**src/rtl/axi_ad7124_regmap_if.sv**
```systemverilog
// Up-bus request/acknowledge bundle between up_axi (master) and the AD7124 register map (slave).
interface axi_ad7124_regmap_if;
  logic        up_wreq;
  logic [13:0] up_waddr;
  logic [31:0] up_wdata;
  logic        up_wack;
  logic        up_rreq;
  logic [13:0] up_raddr;
  logic [31:0] up_rdata;
  logic        up_rack;

  modport master (
    output up_wreq, up_waddr, up_wdata, up_rreq, up_raddr,
    input  up_wack, up_rdata, up_rack
  );

  modport slave (
    input  up_wreq, up_waddr, up_wdata, up_rreq, up_raddr,
    output up_wack, up_rdata, up_rack
  );
endinterface

```
**src/rtl/axi_ad7124_regmap.sv**
```systemverilog
// AD7124 acquisition register map: board/measurement controls, FIFO pop-on-read,
// sticky W1C interrupt status with enable mask and FIFO-level threshold.
module axi_ad7124_regmap #(
  parameter int unsigned NUM_OF_BOARD  = 6,
  parameter int unsigned FIFO_LVL_W    = 10,
  parameter logic [31:0] PCORE_VERSION = 32'h20201101,
  parameter logic [31:0] ID            = 32'd0
) (
  input  logic                    up_clk,
  input  logic                    up_rst,
  axi_ad7124_regmap_if.slave      up,
  output logic [NUM_OF_BOARD-1:0] ctrl_power_en,
  output logic [NUM_OF_BOARD-1:0] ctrl_relay_ctrl,
  output logic [NUM_OF_BOARD-1:0] ctrl_board_mask,
  output logic                    ctrl_reset,
  output logic                    ctrl_measure_immediate,
  output logic                    ctrl_measure_continuous,
  output logic [31:0]             ctrl_measure_count,
  input  logic [2:0]              stat_measure_state,
  input  logic                    stat_measure_done,
  output logic                    ctrl_fifo_read,
  input  logic [31:0]             stat_fifo_data,
  input  logic                    stat_fifo_empty,
  input  logic [FIFO_LVL_W-1:0]   stat_fifo_level,
  input  logic                    stat_fifo_overflow,
  output logic                    irq
);

  logic                    wack_q, rack_q;
  logic [31:0]             rdata_q, rdata_d;
  logic [31:0]             scratch_q;
  logic [NUM_OF_BOARD-1:0] power_en_q, relay_q, mask_q;
  logic                    reset_q, continuous_q, immediate_q, fifo_read_q;
  logic [31:0]             count_q;
  logic [2:0]              status_q, status_d, status_set, status_w1c, irq_en_q;
  logic [FIFO_LVL_W-1:0]   thresh_q;
  logic                    thr_hit, thr_q, irq_q;

  assign thr_hit    = (stat_fifo_level >= thresh_q) && (thresh_q != '0);
  assign status_set = {stat_fifo_overflow, thr_hit & ~thr_q, stat_measure_done};
  assign status_w1c = (up.up_wreq && up.up_waddr == 14'h38) ? up.up_wdata[2:0] : 3'd0;

  // Set has priority over a simultaneous write-one-to-clear.
  for (genvar gi = 0; gi < 3; gi++) begin : g_status
    assign status_d[gi] = status_set[gi] | (status_q[gi] & ~status_w1c[gi]);
  end

  always_comb begin
    rdata_d = '0;
    case (up.up_raddr)
      14'h00: rdata_d = PCORE_VERSION;
      14'h01: rdata_d = ID;
      14'h02: rdata_d = scratch_q;
      14'h03: rdata_d = {8'd0, 8'(FIFO_LVL_W), 8'd0, 8'(NUM_OF_BOARD)};
      14'h10: rdata_d = 32'(power_en_q);
      14'h11: rdata_d = 32'(relay_q);
      14'h20: rdata_d = {31'd0, reset_q};
      14'h21: rdata_d = 32'(mask_q);
      14'h29: rdata_d = {31'd0, continuous_q};
      14'h2A: rdata_d = count_q;
      14'h2B: rdata_d = {29'd0, stat_measure_state};
      14'h30: rdata_d = {16'(stat_fifo_level), 15'd0, stat_fifo_empty};
      14'h31: rdata_d = stat_fifo_empty ? 32'd0 : stat_fifo_data;
      14'h38: rdata_d = {29'd0, status_q};
      14'h39: rdata_d = {29'd0, irq_en_q};
      14'h3A: rdata_d = 32'(thresh_q);
      default: rdata_d = '0;
    endcase
  end

  always_ff @(posedge up_clk) begin
    if (up_rst) begin
      wack_q       <= 1'b0;
      rack_q       <= 1'b0;
      rdata_q      <= '0;
      scratch_q    <= '0;
      power_en_q   <= '0;
      relay_q      <= '0;
      mask_q       <= '0;
      reset_q      <= 1'b0;
      continuous_q <= 1'b0;
      immediate_q  <= 1'b0;
      fifo_read_q  <= 1'b0;
      count_q      <= '0;
      status_q     <= '0;
      irq_en_q     <= '0;
      thresh_q     <= '0;
      thr_q        <= 1'b0;
      irq_q        <= 1'b0;
    end else begin
      wack_q      <= up.up_wreq;
      rack_q      <= up.up_rreq;
      immediate_q <= up.up_wreq && (up.up_waddr == 14'h28) && up.up_wdata[0];
      fifo_read_q <= up.up_rreq && (up.up_raddr == 14'h31) && !stat_fifo_empty;
      thr_q       <= thr_hit;
      status_q    <= status_d;
      irq_q       <= |(status_q & irq_en_q);
      if (up.up_rreq) rdata_q <= rdata_d;
      if (up.up_wreq) begin
        case (up.up_waddr)
          14'h02: scratch_q    <= up.up_wdata;
          14'h10: power_en_q   <= up.up_wdata[NUM_OF_BOARD-1:0];
          14'h11: relay_q      <= up.up_wdata[NUM_OF_BOARD-1:0];
          14'h20: reset_q      <= up.up_wdata[0];
          14'h21: mask_q       <= up.up_wdata[NUM_OF_BOARD-1:0];
          14'h29: continuous_q <= up.up_wdata[0];
          14'h2A: count_q      <= up.up_wdata;
          14'h39: irq_en_q     <= up.up_wdata[2:0];
          14'h3A: thresh_q     <= up.up_wdata[FIFO_LVL_W-1:0];
          default: ;
        endcase
      end
    end
  end

  assign up.up_wack              = wack_q;
  assign up.up_rack              = rack_q;
  assign up.up_rdata             = rdata_q;
  assign ctrl_power_en           = power_en_q;
  assign ctrl_relay_ctrl         = relay_q;
  assign ctrl_board_mask         = mask_q;
  assign ctrl_reset              = reset_q;
  assign ctrl_measure_immediate  = immediate_q;
  assign ctrl_measure_continuous = continuous_q;
  assign ctrl_measure_count      = count_q;
  assign ctrl_fifo_read          = fifo_read_q;
  assign irq                     = irq_q;

endmodule

```
**src/flat_wrapper.sv**
```systemverilog
// flat-port wrapper written by rule: the top's interface ports become plain ports
module axi_ad7124_regmap_flat 
#(
  parameter int unsigned NUM_OF_BOARD  = 6,
  parameter int unsigned FIFO_LVL_W    = 10,
  parameter logic [31:0] PCORE_VERSION = 32'h20201101,
  parameter logic [31:0] ID            = 32'd0
)
  (up_clk, up_rst, ctrl_power_en, ctrl_relay_ctrl, ctrl_board_mask, ctrl_reset, ctrl_measure_immediate, ctrl_measure_continuous, ctrl_measure_count, stat_measure_state, stat_measure_done, ctrl_fifo_read, stat_fifo_data, stat_fifo_empty, stat_fifo_level, stat_fifo_overflow, irq, up_up_wreq, up_up_waddr, up_up_wdata, up_up_rreq, up_up_raddr, up_up_wack, up_up_rdata, up_up_rack);
  axi_ad7124_regmap_if up_i ();
  input  logic up_clk;
  input  logic up_rst;
  output logic [NUM_OF_BOARD-1:0] ctrl_power_en;
  output logic [NUM_OF_BOARD-1:0] ctrl_relay_ctrl;
  output logic [NUM_OF_BOARD-1:0] ctrl_board_mask;
  output logic ctrl_reset;
  output logic ctrl_measure_immediate;
  output logic ctrl_measure_continuous;
  output logic [31:0] ctrl_measure_count;
  input  logic [2:0] stat_measure_state;
  input  logic stat_measure_done;
  output logic ctrl_fifo_read;
  input  logic [31:0] stat_fifo_data;
  input  logic stat_fifo_empty;
  input  logic [FIFO_LVL_W-1:0] stat_fifo_level;
  input  logic stat_fifo_overflow;
  output logic irq;
  input wire logic [$bits(up_i.up_wreq)-1:0] up_up_wreq;
  input wire logic [$bits(up_i.up_waddr)-1:0] up_up_waddr;
  input wire logic [$bits(up_i.up_wdata)-1:0] up_up_wdata;
  input wire logic [$bits(up_i.up_rreq)-1:0] up_up_rreq;
  input wire logic [$bits(up_i.up_raddr)-1:0] up_up_raddr;
  output wire logic [$bits(up_i.up_wack)-1:0] up_up_wack;
  output wire logic [$bits(up_i.up_rdata)-1:0] up_up_rdata;
  output wire logic [$bits(up_i.up_rack)-1:0] up_up_rack;
  assign up_i.up_wreq = up_up_wreq;
  assign up_i.up_waddr = up_up_waddr;
  assign up_i.up_wdata = up_up_wdata;
  assign up_i.up_rreq = up_up_rreq;
  assign up_i.up_raddr = up_up_raddr;
  assign up_up_wack = up_i.up_wack;
  assign up_up_rdata = up_i.up_rdata;
  assign up_up_rack = up_i.up_rack;
  axi_ad7124_regmap #(.NUM_OF_BOARD(NUM_OF_BOARD), .FIFO_LVL_W(FIFO_LVL_W), .PCORE_VERSION(PCORE_VERSION), .ID(ID)) u_core (.up_clk(up_clk), .up_rst(up_rst), .up(up_i), .ctrl_power_en(ctrl_power_en), .ctrl_relay_ctrl(ctrl_relay_ctrl), .ctrl_board_mask(ctrl_board_mask), .ctrl_reset(ctrl_reset), .ctrl_measure_immediate(ctrl_measure_immediate), .ctrl_measure_continuous(ctrl_measure_continuous), .ctrl_measure_count(ctrl_measure_count), .stat_measure_state(stat_measure_state), .stat_measure_done(stat_measure_done), .ctrl_fifo_read(ctrl_fifo_read), .stat_fifo_data(stat_fifo_data), .stat_fifo_empty(stat_fifo_empty), .stat_fifo_level(stat_fifo_level), .stat_fifo_overflow(stat_fifo_overflow), .irq(irq));
endmodule
```
**config.mk**
```make
export PLATFORM = sky130hd
export DESIGN_NAME = axi_ad7124_regmap_flat
export DESIGN_NICKNAME = d
export VERILOG_FILES = /design/src/rtl/axi_ad7124_regmap_if.sv /design/src/rtl/axi_ad7124_regmap.sv /design/src/flat_wrapper.sv
export SDC_FILE = /design/constraint.sdc
export NUM_CORES = 1
export LEC_CHECK = 0
export CAP_MARGIN = 20
export CELL_PAD_IN_SITES_DETAIL_PLACEMENT = 0
export CELL_PAD_IN_SITES_GLOBAL_PLACEMENT = 1
export CORE_MARGIN = 2
export CORE_UTILIZATION = 30
export DETAILED_ROUTE_END_ITERATION = 10
export GPL_TIMING_DRIVEN = 0
export PLACE_DENSITY = 0.77
export REMOVE_ABC_BUFFERS = 1
export SLEW_MARGIN = 20
export SYNTH_ARGS = -nofsm -noshare
export SYNTH_HDL_FRONTEND = slang
export SYNTH_SLANG_ARGS = --single-unit
```
**constraint.sdc**
```tcl
create_clock -name up_clk -period 2.8 [get_ports up_clk]
set_input_delay 0.56 -clock up_clk [delete_from_list [all_inputs] [get_ports up_clk]]
set_output_delay 0.56 -clock up_clk [all_outputs]
set_load 0.02 [all_outputs]
```
==> results.cfg <==
[run_status]
status = finished clean

[worst_setup_path]
r2r-end = u_core.status_q[1]
slowest_stage = or4b_2
rr_worst_depth = 6
critPathTopFamily = simple AND/OR/NAND/NOR gates
critPathLaunch = up_up_raddr[13]
regToRegStartpoint = u_core.thresh_q[0]
critPathLaunchType = primary input
r2r_setup_slack_ps = 1210
crit_fanout = 12
cp.required_ps = 3150
crit_path_end_kind = flop
critPathKind = in2reg
path_cells = clkdlybuf4s50_1, or4b_2, nor4_4, buf_4, buf_8, a222oi_1, a21boi_1, o21ai_1
cp_slowest_stage_delay_ps = 730
crit_buf_inv = 3
cp_data_arrival_time_ps = 3040

[run]
drv_cap = 0

[die]
rows = 53
core_sq_um = 20900
initial_core_util_pct = 30.4
dieArea_sq_um = 22300
ios = 201
die_w_um = 149
die_h_um = 149

[clock_network]
htreeDepth = 4
insertion_delay_ps = 420
cts_root_buf = clkbuf_16
cts_tree = built
clock_path_buffers = 2
cts_buffers = 17
cts_sinks = 138
clk_pin_slew_ps = 60

[timing]
finClkSkew_ps = 8.73
max_freq_mhz = 372
max_slew_margin_pct = 43.5
fin_crit_sh_pct = 96.0
fin_crit_ps = 2690
whs_ps = 406
hold_violations = 0
rsz0062_at_grt = no
drv_slew = 0
tightest_slew_ps = 835
setup_violations = 0
totalNegativeSetupSlack_ps = 0

[yosys]
synthTopCellsByArea = dfxtp_1, nand2_1, a21oi_1, a222oi_1, mux2i_1
syn_inst = 760
synthTopCellsByCount = nand2_1, dfxtp_1, a21oi_1, clkbuf_1, nor2_1
synth_top_cell_by_area = dfxtp_1
syn_area_sq_um = 6350
ys_async_sr_fraction_pct = 0
synth_edf_count = 0
synth-seq-area-share_pct = 43.5
yosysWarnings = 0
avgSynthCellArea_sq_um = 8.35
yosysMostFrequentCell = nand2_1
ys_seq_elements = 138
synth_flop_cell = dfxtp_1
yosysTopAreaCellShare_pct = 43.5
ys_types = 61

[global_routing]
grt_max_degree = 65
antenna_found_initial = 0
grt_first_pass_wirelength_mm = 35.5
grt_pass1_vias = 6223
grt_remaining_overflow = 0
grt_usage_pct = 20.8

[drt]
vias = 6408
routed_via_density = 5.19
first_pass_iters = 7
ant_nets = 0
drt_iter0_drc = 446
post_drt_wl_per_cell_um = 18.9
drt-total-wl_mm = 23.3
drc_errors = 0

[finish]
stdcell_area_sq_um = 9330
finalNetCount = 1068
fin_cells = 1234
fillers = 2081
multi_input_area_sq_um = 3350
regArea_sq_um = 2760
area_delta_synth_final_pct = 46.9
diodes = 0
drive_gt1_share_pct = 8.86

[place]
gp_congestion = 0.819
port_buffers = 200
dpl_cell_area_sq_um = 8710
post-dp-hpwl_mm = 16.8
dp.cells = 1195

[pwr]
power.internal_mw = 3.33
sequentialPowerShare_pct = 45.0
swShare_pct = 24.0
power.clock.fraction_pct = 47.1
p_per_area_nw_per_um2 = 470
peakVddDrop_uv = 273
p_sw_mw = 1.05
finalPower_mw = 4.38
combPwrFrac_pct = 7.9
p_leak_nw = 3.09

[hold_path]
holdPathEnd = u_core.status_q[1]
holdPathStages = 1
worstHoldStart = u_core.thr_q
hold_class = reg2reg
-- kinds of logic (layout without fill, tap and decap cells) --
family          after synthesis  in the layout  share of synthesized area, %
xor+xnor                      1              1                         0.138
buf+inv                      70            269                          4.95
flops                       138            138                          43.5
compound gates              213            213                          21.7
fa+ha+maj                    10             10                          1.97
mux                          28             28                          4.49
simple gates                300            300                          23.2
-- metrics by stage --
| stage | setup WS, ps | utilization, % |
|---|---|---|
| 3_3_place_gp | -4630 | 40.4 |
| 6_report | 111 | 44.6 |
| 2_1_floorplan | -386 | - |
| 3_5_place_dp | -1020 | 41.7 |
| 5_1_grt | 1.25 | 44.6 |
| 4_1_cts | 17.3 | 44.6 |
-- metal layers --
| layer | share of wire [%] | GRT usage (%) |
|---|---|---|
| met4 | 1.5 | 6.57 |
| met1 | 44 | 27.5 |
| met3 | 6.3 | 3.96 |
| met2 | 48 | 34.3 |
| met5 | 0 | 0 |
-- timing repair --
action                     in CTS  in global routing
setup buffers                   6                  1
setup endpoints to repair     118                 28
hold buffers                    0                  0
pin swaps                       3                  2
resized for setup              11                  9
-- state kept, by name, summed over array words and instances (netlist names), 6 cells and up --
register / cells
u_core.thresh_q: 10
u_core.ctrl_power_en: 6
u_core.up.up_rdata: 32
u_core.ctrl_relay_ctrl: 6
u_core.ctrl_measure_count: 32
u_core.scratch_q: 32
u_core.ctrl_board_mask: 6
-- power by group through the flow --
stage                     combinational [mW]  clock, mW  sequential [mW]
after global placement                 0.330          0             2.01
after detailed placement               0.342          0             2.01
after global routing                   0.370       2.19             1.97
after CTS                              0.345       2.10             1.97
after floorplan                       0.0685          0             2.02
final                                  0.346       2.06             1.97
-- worst reg2reg max path: stages, from the launching register on --
cell and delay [ps]:
dfxtp_1 420, ha_1 260, nand2b_1 140, a21o_1 170, a21oi_1 200, o211a_1 210, o31ai_1 70
-- area by class of cell --
class	count	area share, %
well taps	275	3.69
flip-flops and latches	138	29.6
clock inverters	10	0.765
multi-input cells	552	35.9
clock buffers	22	4.98
inverters	15	0.604
repair buffers	222	24.5
-- cells in the final DEF, fill, tap and decap left out, drive strengths merged, types with 4 or more instances in the layout --
cell type and instances:
ha 10, a32o 4, clkbuf 25, clkdlybuf4s50 193, nor2 37, inv 15, nor3 7, nand3 5
mux2i 24, or4 5, dfxtp 138, nor4b 6, or3 4, a21boi 9, a21oi 88, a32oi 4
and3 8, nand2 179, nor4 13, mux2 4, o21ai 49, clkinv 9, a22o 7, nand4 8
nand2b 7, a222oi 25, a22oi 6, buf 23, nor2b 6
-- worst max path at each step --
stage | cells past startpoint | slack, ps | to
after floorplan | 5 | -390 | u_core.scratch_q[0]
after global placement | 5 | -4630 | u_core.up.up_rdata[0]
after detailed placement | 6 | -1020 | u_core.up.up_rdata[2]
after CTS | 9 | 20 | u_core.up.up_rdata[24]
after global routing | 8 | 1 | u_core.up.up_rdata[24]
final | 8 | 110 | u_core.up.up_rdata[22]
No activity file was read; power rests on OpenSTA's default activity.
